--- src/rtl/read_burst_scheduler.sv ---
// rtl/read_burst_scheduler.sv - read command queue and dfi_rddata_en window scheduler
module read_burst_scheduler #(
  parameter int DEPTH = 4,
  parameter int RL_W  = 5,
  parameter int CNT_W = 16
) (
  input  logic             clk_i,
  input  logic             reset_i,
  input  logic             en_i,
  input  logic [RL_W-1:0]  rl_i,
  input  logic             cmd_valid_i,
  output logic             cmd_ready_o,
  input  logic [1:0]       cmd_bl_i,
  input  logic [2:0]       cmd_pre_i,
  input  logic             cmd_post_i,
  input  logic             cmd_crc_i,
  input  logic             cmd_crc_mode_i,
  input  logic             ovf_i,
  output logic             dfi_rddata_en_o,
  output logic [2:0]       pre_amble_sett_o,
  output logic [1:0]       bl_o,
  output logic             post_amble_sett_o,
  output logic             read_crc_enable_o,
  output logic             phy_crc_mode_o,
  output logic             busy_o,
  output logic             err_ovf_o,
  output logic [CNT_W-1:0] win_count_o
);

  localparam int AW = $clog2(DEPTH);

  typedef enum logic [1:0] {IDLE, WAIT_RL, BURST, HALT} state_t;

  typedef struct packed {
    logic [2:0] pre;
    logic [1:0] bl;
    logic       post;
    logic       crc;
    logic       crc_mode;
  } cmd_t;

  // Window length in clocks; reserved BL encoding falls back to 8 clocks.
  function automatic logic [4:0] win_len(input logic [1:0] bl, input logic crc);
    logic [4:0] base;
    case (bl)
      2'b01:   base = 5'd4;
      2'b10:   base = 5'd16;
      default: base = 5'd8;
    endcase
    return base + {4'b0, crc};
  endfunction

  state_t          state_q, state_d;
  cmd_t            mem_q [DEPTH];
  cmd_t            mem_d [DEPTH];
  logic [AW-1:0]   wr_ptr_q, wr_ptr_d, rd_ptr_q, rd_ptr_d;
  logic [AW:0]     count_q, count_d;
  cmd_t            set_q, set_d;
  logic [RL_W-1:0] rl_cnt_q, rl_cnt_d;
  logic [4:0]      beat_q, beat_d;
  logic            err_q, err_d;
  logic [CNT_W-1:0] win_q, win_d;

  logic            full, empty, push, pop, flush;
  logic [RL_W-1:0] rl_eff;
  cmd_t            head, cmd_in;

  assign full        = (count_q == (AW+1)'(DEPTH));
  assign empty       = (count_q == '0);
  assign cmd_ready_o = en_i & ~full & (state_q != HALT) & ~reset_i;
  assign push        = cmd_valid_i & cmd_ready_o;
  assign head        = mem_q[rd_ptr_q];
  assign cmd_in      = {cmd_pre_i, cmd_bl_i, cmd_post_i, cmd_crc_i, cmd_crc_mode_i};
  assign rl_eff      = (rl_i == '0) ? RL_W'(1) : rl_i;

  always_comb begin
    state_d  = state_q;
    set_d    = set_q;
    rl_cnt_d = rl_cnt_q;
    beat_d   = beat_q;
    err_d    = err_q;
    win_d    = win_q;
    pop      = 1'b0;
    flush    = 1'b0;
    if (!en_i) begin
      state_d = IDLE;
      flush   = 1'b1;
      err_d   = 1'b0;
    end else if (ovf_i) begin
      state_d = HALT;
      flush   = 1'b1;
      err_d   = 1'b1;
    end else begin
      case (state_q)
        IDLE: if (!empty) begin
          pop   = 1'b1;
          set_d = head;
          if (rl_eff == RL_W'(1)) begin
            state_d = BURST;
            beat_d  = win_len(head.bl, head.crc) - 5'd1;
          end else begin
            state_d  = WAIT_RL;
            rl_cnt_d = rl_eff - RL_W'(1);
          end
        end
        WAIT_RL: begin
          rl_cnt_d = rl_cnt_q - RL_W'(1);
          if (rl_cnt_q == RL_W'(1)) begin
            state_d = BURST;
            beat_d  = win_len(set_q.bl, set_q.crc) - 5'd1;
          end
        end
        BURST: begin
          beat_d = beat_q - 5'd1;
          if (beat_q == 5'd0) begin
            win_d = win_q + CNT_W'(1);
            // Back-to-back commands chain with no idle cycle and no new RL wait.
            if (!empty) begin
              pop    = 1'b1;
              set_d  = head;
              beat_d = win_len(head.bl, head.crc) - 5'd1;
            end else begin
              state_d = IDLE;
            end
          end
        end
        default: state_d = HALT;
      endcase
    end
  end

  always_comb begin
    mem_d    = mem_q;
    wr_ptr_d = wr_ptr_q;
    rd_ptr_d = rd_ptr_q;
    count_d  = count_q;
    if (flush) begin
      wr_ptr_d = '0;
      rd_ptr_d = '0;
      count_d  = '0;
    end else begin
      if (push) begin
        mem_d[wr_ptr_q] = cmd_in;
        wr_ptr_d        = wr_ptr_q + AW'(1);
      end
      if (pop) rd_ptr_d = rd_ptr_q + AW'(1);
      count_d = count_q + {{AW{1'b0}}, push} - {{AW{1'b0}}, pop};
    end
  end

  always_ff @(posedge clk_i) begin
    mem_q <= mem_d;
  end

  always_ff @(posedge clk_i) begin
    if (reset_i) begin
      state_q  <= IDLE;
      wr_ptr_q <= '0;
      rd_ptr_q <= '0;
      count_q  <= '0;
      set_q    <= '0;
      rl_cnt_q <= '0;
      beat_q   <= '0;
      err_q    <= 1'b0;
      win_q    <= '0;
    end else begin
      state_q  <= state_d;
      wr_ptr_q <= wr_ptr_d;
      rd_ptr_q <= rd_ptr_d;
      count_q  <= count_d;
      set_q    <= set_d;
      rl_cnt_q <= rl_cnt_d;
      beat_q   <= beat_d;
      err_q    <= err_d;
      win_q    <= win_d;
    end
  end

  assign dfi_rddata_en_o   = (state_q == BURST);
  assign pre_amble_sett_o  = set_q.pre;
  assign bl_o              = set_q.bl;
  assign post_amble_sett_o = set_q.post;
  assign read_crc_enable_o = set_q.crc;
  assign phy_crc_mode_o    = set_q.crc_mode;
  assign busy_o            = (state_q != IDLE) | ~empty;
  assign err_ovf_o         = err_q;
  assign win_count_o       = win_q;

endmodule

--- config.mk ---
export PLATFORM = sky130hd
export DESIGN_NAME = read_burst_scheduler
export DESIGN_NICKNAME = d
export VERILOG_FILES = /design/src/rtl/read_burst_scheduler.sv
export SDC_FILE = /design/constraint.sdc
export NUM_CORES = 1
export LEC_CHECK = 0
export CAP_MARGIN = 20
export CELL_PAD_IN_SITES_DETAIL_PLACEMENT = 1
export CELL_PAD_IN_SITES_GLOBAL_PLACEMENT = 2
export CORE_UTILIZATION = 30
export CTS_CLUSTER_DIAMETER = 120
export DETAILED_ROUTE_END_ITERATION = 8
export DONT_BUFFER_PORTS = 1
export PLACE_DENSITY_LB_ADDON = 0.1
export RECOVER_POWER = 50
export SYNTH_ARGS = -nofsm -noshare
export SYNTH_HDL_FRONTEND = slang
export SYNTH_SLANG_ARGS = --single-unit
--- constraint.sdc ---
create_clock -name clk_i -period 2.6 [get_ports clk_i]
set_input_delay 0.52 -clock clk_i [delete_from_list [all_inputs] [get_ports clk_i]]
set_output_delay 0.52 -clock clk_i [all_outputs]
set_load 0.02 [all_outputs]
# Word level (Yosys, flattened, before mapping)
# Cells that the tools add are included.
totals:
  ff_bits: 76
  inputBits: 18
  output_inout_bits: 28
  wordCells: 148
classes:
  addsub: 14
  order_cmp: 3
  eq_ne: 19
  n_mux: 49
  n_bitwise: 13
  n_reduce_logical: 17
op_table:
  columns: ["cell", "count"]
  rows:
  - ["two-way mux 5 bit", 22]
  - ["two-way mux 8 bit", 5]
  - ["bitwise mux 32 bit", 1]
  - ["one-hot mux 5 bit (2 select lines)", 3]
  - ["subtractor 5 x 1 -> 5 bit (second input constant)", 6]
  - ["adder 16 x 1 -> 16 bit (second input constant)", 1]
  - ["binary-select mux 8 bit (select 2 bit)", 1]
  - ["demux 8 bit (select 2 bit)", 1]
  - ["one-hot mux 8 bit (2 select lines)", 1]
  - ["adder 5 x 1 -> 5 bit", 3]
  - ["one-hot mux 5 bit (3 select lines)", 1]
  - ["two-way mux 2 bit", 6]
  - ["AND reduction 4 bit", 3]
  - ["equality test 5 x 1 -> 1 bit (second input constant)", 2]
  - ["logical NOT 5 bit", 2]
  - ["!= test 2 bit (second input constant)", 5]
  - ["equality test 2 x 1 -> 1 bit (second input constant)", 3]
  - ["equality test 2 bit (second input constant)", 3]
  - ["greater-or-equal comparator 3 bit (second input constant)", 2]
  - ["two-way mux 1 bit", 6]
  - ["!= test 3 x 2 -> 1 bit (second input constant)", 2]
  - ["!= test 3 bit (second input constant)", 2]
  - ["inverter 1 bit", 6]
  - ["inverter 2 -> 3 bit", 2]
  - ["other kinds (19)", 26]

# Longest topological paths before layout
depth:
  word_depth: 16
  ltp_mapped: 12
  depth_no_buf: 12

# Least setup slack after synthesis
# No wires, ideal clock.
synth_timing:
  path_kind: "register to register"
  startpoint: "register beat_q[0]"
  endpoint: "register count_q[2]"
  setup_ns: 0.117
  arrival_time_ns: 2.591
  required_time_ns: 2.483
  path_slack_ns: -0.108
  path_stages_with_launch: 13
  n_path_buf: 0
  synth_period_minus_slack_ns: 2.708
  cell_sequence: "dfxtp_1 > inv_1 > ha_1 > nor4b_1 > a21oi_1 > nor2_1 > ha_1 > inv_1 > ha_1 > fa_1 > xnor2_1 > xnor2_1 > nor2_1"
synth_via:
  elab_chain_len: 6
synth_rtl:
  columns: ["item", "line", "source"]
  rows:
  - ["start: declaration", "60", "logic [4:0] beat_q, beat_d;"]
  - ["start signal: assignment", "173", "beat_q <= beat_d;"]
  - ["logical NOT 5 bit", "115", "if (beat_q == 5'd0) begin"]
  - ["two-way mux 1 bit", "115", null]
  - ["one-hot mux 1 bit (2 select lines)", "94", "case (state_q)"]
  - ["two-way mux 1 bit", "89", "end else if (ovf_i) begin"]
  - ["two-way mux 1 bit", "85", "if (!en_i) begin"]
  - ["via pop", "64", "logic full, empty, push, pop, flush;"]
  - ["subtractor 3 x 1 -> 3 bit", "147", "count_d = count_q + {{AW{1'b0}}, push} - {{AW{1'b0}}, pop};"]
  - ["end signal: assignment", "170", "count_q <= count_d;"]
  - ["end: declaration", "57", "logic [AW:0] count_q, count_d;"]
# The timed path passes the listed nets, and every way through them passes these cells.
# A chain may end at the register's enable or synchronous reset.

# Worst setup path in the final report
layout_timing:
  startpoint: "register beat_q[0]"
  endpoint: "register win_q[14], in the netlist win_count_o[14]"
layout_via:
  elab_chain_len: 2
layout_rtl:
  columns: ["item", "line", "source"]
  rows:
  - ["logical NOT 5 bit", "115", null]
  - ["AND reduction 4 bit (no line)", null, null]
  - ["end signal: assignment", "175", "win_q <= win_d;"]
  - ["end: declaration", "62", "logic [CNT_W-1:0] win_q, win_d;"]
# No other way between the ends.

==> results.py <==
metrics = {
    "power_and_ir_drop": {
        "swShare_pct": 25.1,
        "ir_drop_mv": 0.327,
        "power_frac_comb_pct": 7.0,
        "pwr-share-seq_pct": 44.9,
        "total_power_mw": 2.80,
        "p_int_mw": 2.10,
        "p_leak_nw": 1.57,
        "pwr-share-clk_pct": 48.0,
        "power.density_nw_per_um2": 608,
        "p_sw_uw": 704,
    },
    "grt": {
        "grt_start_max_net_pins": 36,
        "overflow": 0,
        "grt_antenna_before_repair": 0,
        "grt_pass1_vias": 3243,
        "grtUsageTotal_pct": 16.7,
        "grt_pass1_wl_um": 17100,
    },
    "yosys": {
        "syn_area_sq_um": 3960,
        "synthArstFlopShare_pct": 0,
        "yosysSeqAreaShare_pct": 46.5,
        "synth.top_cell.area_share_pct": 24.3,
        "synth_most_common_cell": "dfxtp_1",
        "yosysWarnings": 0,
        "synthDistinctLibCells": 51,
        "yosys.area.top_type": "edfxtp_1",
        "ys_top_cells_by_area": "edfxtp_1, dfxtp_1, ha_1",
        "synth_edf_count": 32,
        "ys_top_cells_by_count": "dfxtp_1, inv_1, edfxtp_1",
        "syn_nets": 429,
        "netlist_instances": 386,
        "synthFlopType": "dfxtp_1",
        "synth_area_per_cell_sq_um": 10.3,
        "ys_ff_latch": 76,
    },
    "clocking": {
        "cts_tree": "built",
        "root_buffer": "clkbuf_16",
        "cts_made_buffers": 9,
        "cts.sinks": 76,
        "clock_latency_ns": 0.34,
        "path_clk_slew_ns": 0.07,
        "clk_path_buf_depth": 2,
        "h-tree-depth": 3,
        "cts_hold_buf": 0,
    },
    "drt": {
        "dr.pass1.iters": 4,
        "wirelength_um": 10500,
        "vias": 3046,
        "avgViaCountPerCell": 5.23,
        "wl_per_cell_um": 18.0,
        "remaining_drc_errors": 0,
        "drt_iter0_markers": 161,
        "antenna_left": 0,
    },
    "sta": {
        "skew_ns": 0.00615,
        "slew_headroom_pct": 49.2,
        "maxSlewViolCount": 0,
        "fin_crit_sh_pct": 97.9,
        "finalHoldViolCount": 0,
        "finalSetupViolCount": 0,
        "rsz0062_at_grt": "true",
        "fmax_mhz": 393,
        "whs_ns": 0.240,
        "tightest_slew_ns": 0.759,
        "layout_setup_ws_ns": 0.0550,
        "min_period_ns": 2.54,
    },
    "placement": {
        "place_ws_ns": -0.0249,
        "portBuffers": 0,
        "dp_hpwl_um": 7620,
        "dp_cells": 566,
        "gp_congestion": 0.734,
    },
    "worst_setup_path": {
        "crit_required_ns": 2.87,
        "cp_slowest_cell": "or4b_1",
        "path_class": "reg -> reg",
        "end_kind": "flop",
        "path_cells": "inv_1, ha_1, or4b_1, or4_1, buf_4, or4_1, a21oi_1",
        "crit_fanout": 18,
        "worstPathArrival_ns": 2.82,
        "worstSetupStartpointType": "flop",
        "cp_common_cell": "or4_1",
        "cp_slowest_stage_delay_ns": 0.51,
    },
    "die": {
        "core_sq_um": 12700,
        "start_util_pct": 31.1,
        "dieHeight_um": 117,
        "num_io_pins": 46,
        "die-area_sq_um": 13700,
        "rows": 41,
        "fp.dieW_um": 117,
    },
    "job": {
        "max_cap_violations": 0,
    },
    "final_layout": {
        "synthToLayoutAreaGrowth_pct": 16.4,
        "fin_nets": 448,
        "layout-drive-gt1-share_pct": 13.7,
        "finalNonFillerCells": 582,
        "antenna_cells": 0,
    },
    "status": {
        "status": "complete, no violations",
    },
    "worst_hold_path": {
        "hp-class": "in -> reg",
    },
}
per-layer routing:
layer	vias to the layer above	part of all wire (%)	global-route usage, %
met2	31	48	27.6
met3	10	2.5	3.35
met4	0	1.5	6.67
li1	1483	-	-
met5	-	0	0
met1	1522	48	21.5
sequential cells by signal, indices dropped and copies added, names as in the netlist, 2 cells and up:
signal / count
wr_ptr_q: 2
count_q: 3
beat_q: 5
pre_amble_sett_o: 3
rd_ptr_q: 2
win_count_o: 16
bl_o: 2
state_q: 2
mem_q: 32
rl_cnt_q: 5
cell families (layout without fill, tap and decap cells):
group | after synthesis | count (layout) | synth area share [%]
AOI/OAI and AO/OA | 91 | 91 | 15.0
xor gates and xnor gates | 13 | 13 | 2.88
adders and majority gates | 25 | 25 | 8.09
buffers and inverters | 53 | 77 | 5.12
DFF | 76 | 76 | 46.5
muxes | 15 | 15 | 6.41
and+or+nand+nor | 113 | 113 | 16.0
critical path, delay by kind of cell, from the launching register on:
family	cells	cell delay [ns]
buffers and inverters	2	0.32
and+or+nand+nor	3	1.48
AOI/OAI and AO/OA	1	0.15
adders and majority gates	1	0.17
DFF	1	0.34
metrics by stage:
| stage | util [%] | instance area [sq um] | setup TNS (ns) |
|---|---|---|---|
| 2_1_floorplan | - | 3970 | 0 |
| 3_3_place_gp | 33.9 | 4310 | 0 |
| 3_5_place_dp | 33.9 | 4310 | -0.0249 |
| 4_1_cts | 36.4 | 4630 | 0 |
| 5_1_grt | 36.2 | 4610 | -0.0371 |
| 6_report | 36.2 | 4610 | 0 |
final timing paths:
| path | start | endpoint | slack (ns) | cells after the start |
|---|---|---|---|---|
| worst max register to register | beat_q[0] | win_count_o[14] | 0.06 | 7 |
| worst min-delay path | reset_i | win_count_o[9] | 0.24 | 1 |
| worst min register to register | rl_cnt_q[3] | rl_cnt_q[3] | 0.53 | 2 |
| worst max-delay path | beat_q[0] | win_count_o[14] | 0.06 | 7 |
repair_timing:
item | in CTS | in global routing
gates cloned | 0 | 0
buffers inserted | 0 | 0
endpoints found under the setup margin | 1 | 2
pin swaps | 0 | 0
gates resized for setup | 1 | 1
layout by cell type (no fill, tap or decap), types with 9 or more instances in the layout:
| cell | count |
|---|---|
| a211oi_1 | 9 |
| a21oi_1 | 27 |
| buf_4 | 22 |
| clkbuf_16 | 9 |
| dfxtp_1 | 43 |
| edfxtp_1 | 32 |
| ha_1 | 24 |
| inv_1 | 33 |
| nand2_1 | 11 |
| nand3_1 | 19 |
| nor2_1 | 25 |
| o21ai_0 | 16 |
| o31ai_1 | 12 |
| or4_1 | 11 |
area by class of cell:
| type | instances | area (sq um) |
|---|---|---|
| Multi-Input combinational cell | 257 | 1930 |
| Sequential cell | 76 | 1840 |
| Clock buffer | 9 | 225 |
| Clock inverter | 7 | 90.1 |
| Timing Repair Buffer | 27 | 184 |
| Inverter | 34 | 128 |
| Fill cell | 1450 | 8110 |
| Tap cell | 172 | 215 |
power groups by stage:
| stage | sequential (mW) | clock [mW] | combinational (mW) |
|---|---|---|---|
| finish | 1.26 | 1.35 | 0.197 |
| floorplan | 1.28 | 0 | 0.135 |
| global placement | 1.29 | 0 | 0.198 |
| global route | 1.26 | 1.43 | 0.218 |
| detailed placement | 1.29 | 0 | 0.199 |
| CTS | 1.26 | 1.38 | 0.201 |
No activity file was read; power rests on OpenSTA's default activity.
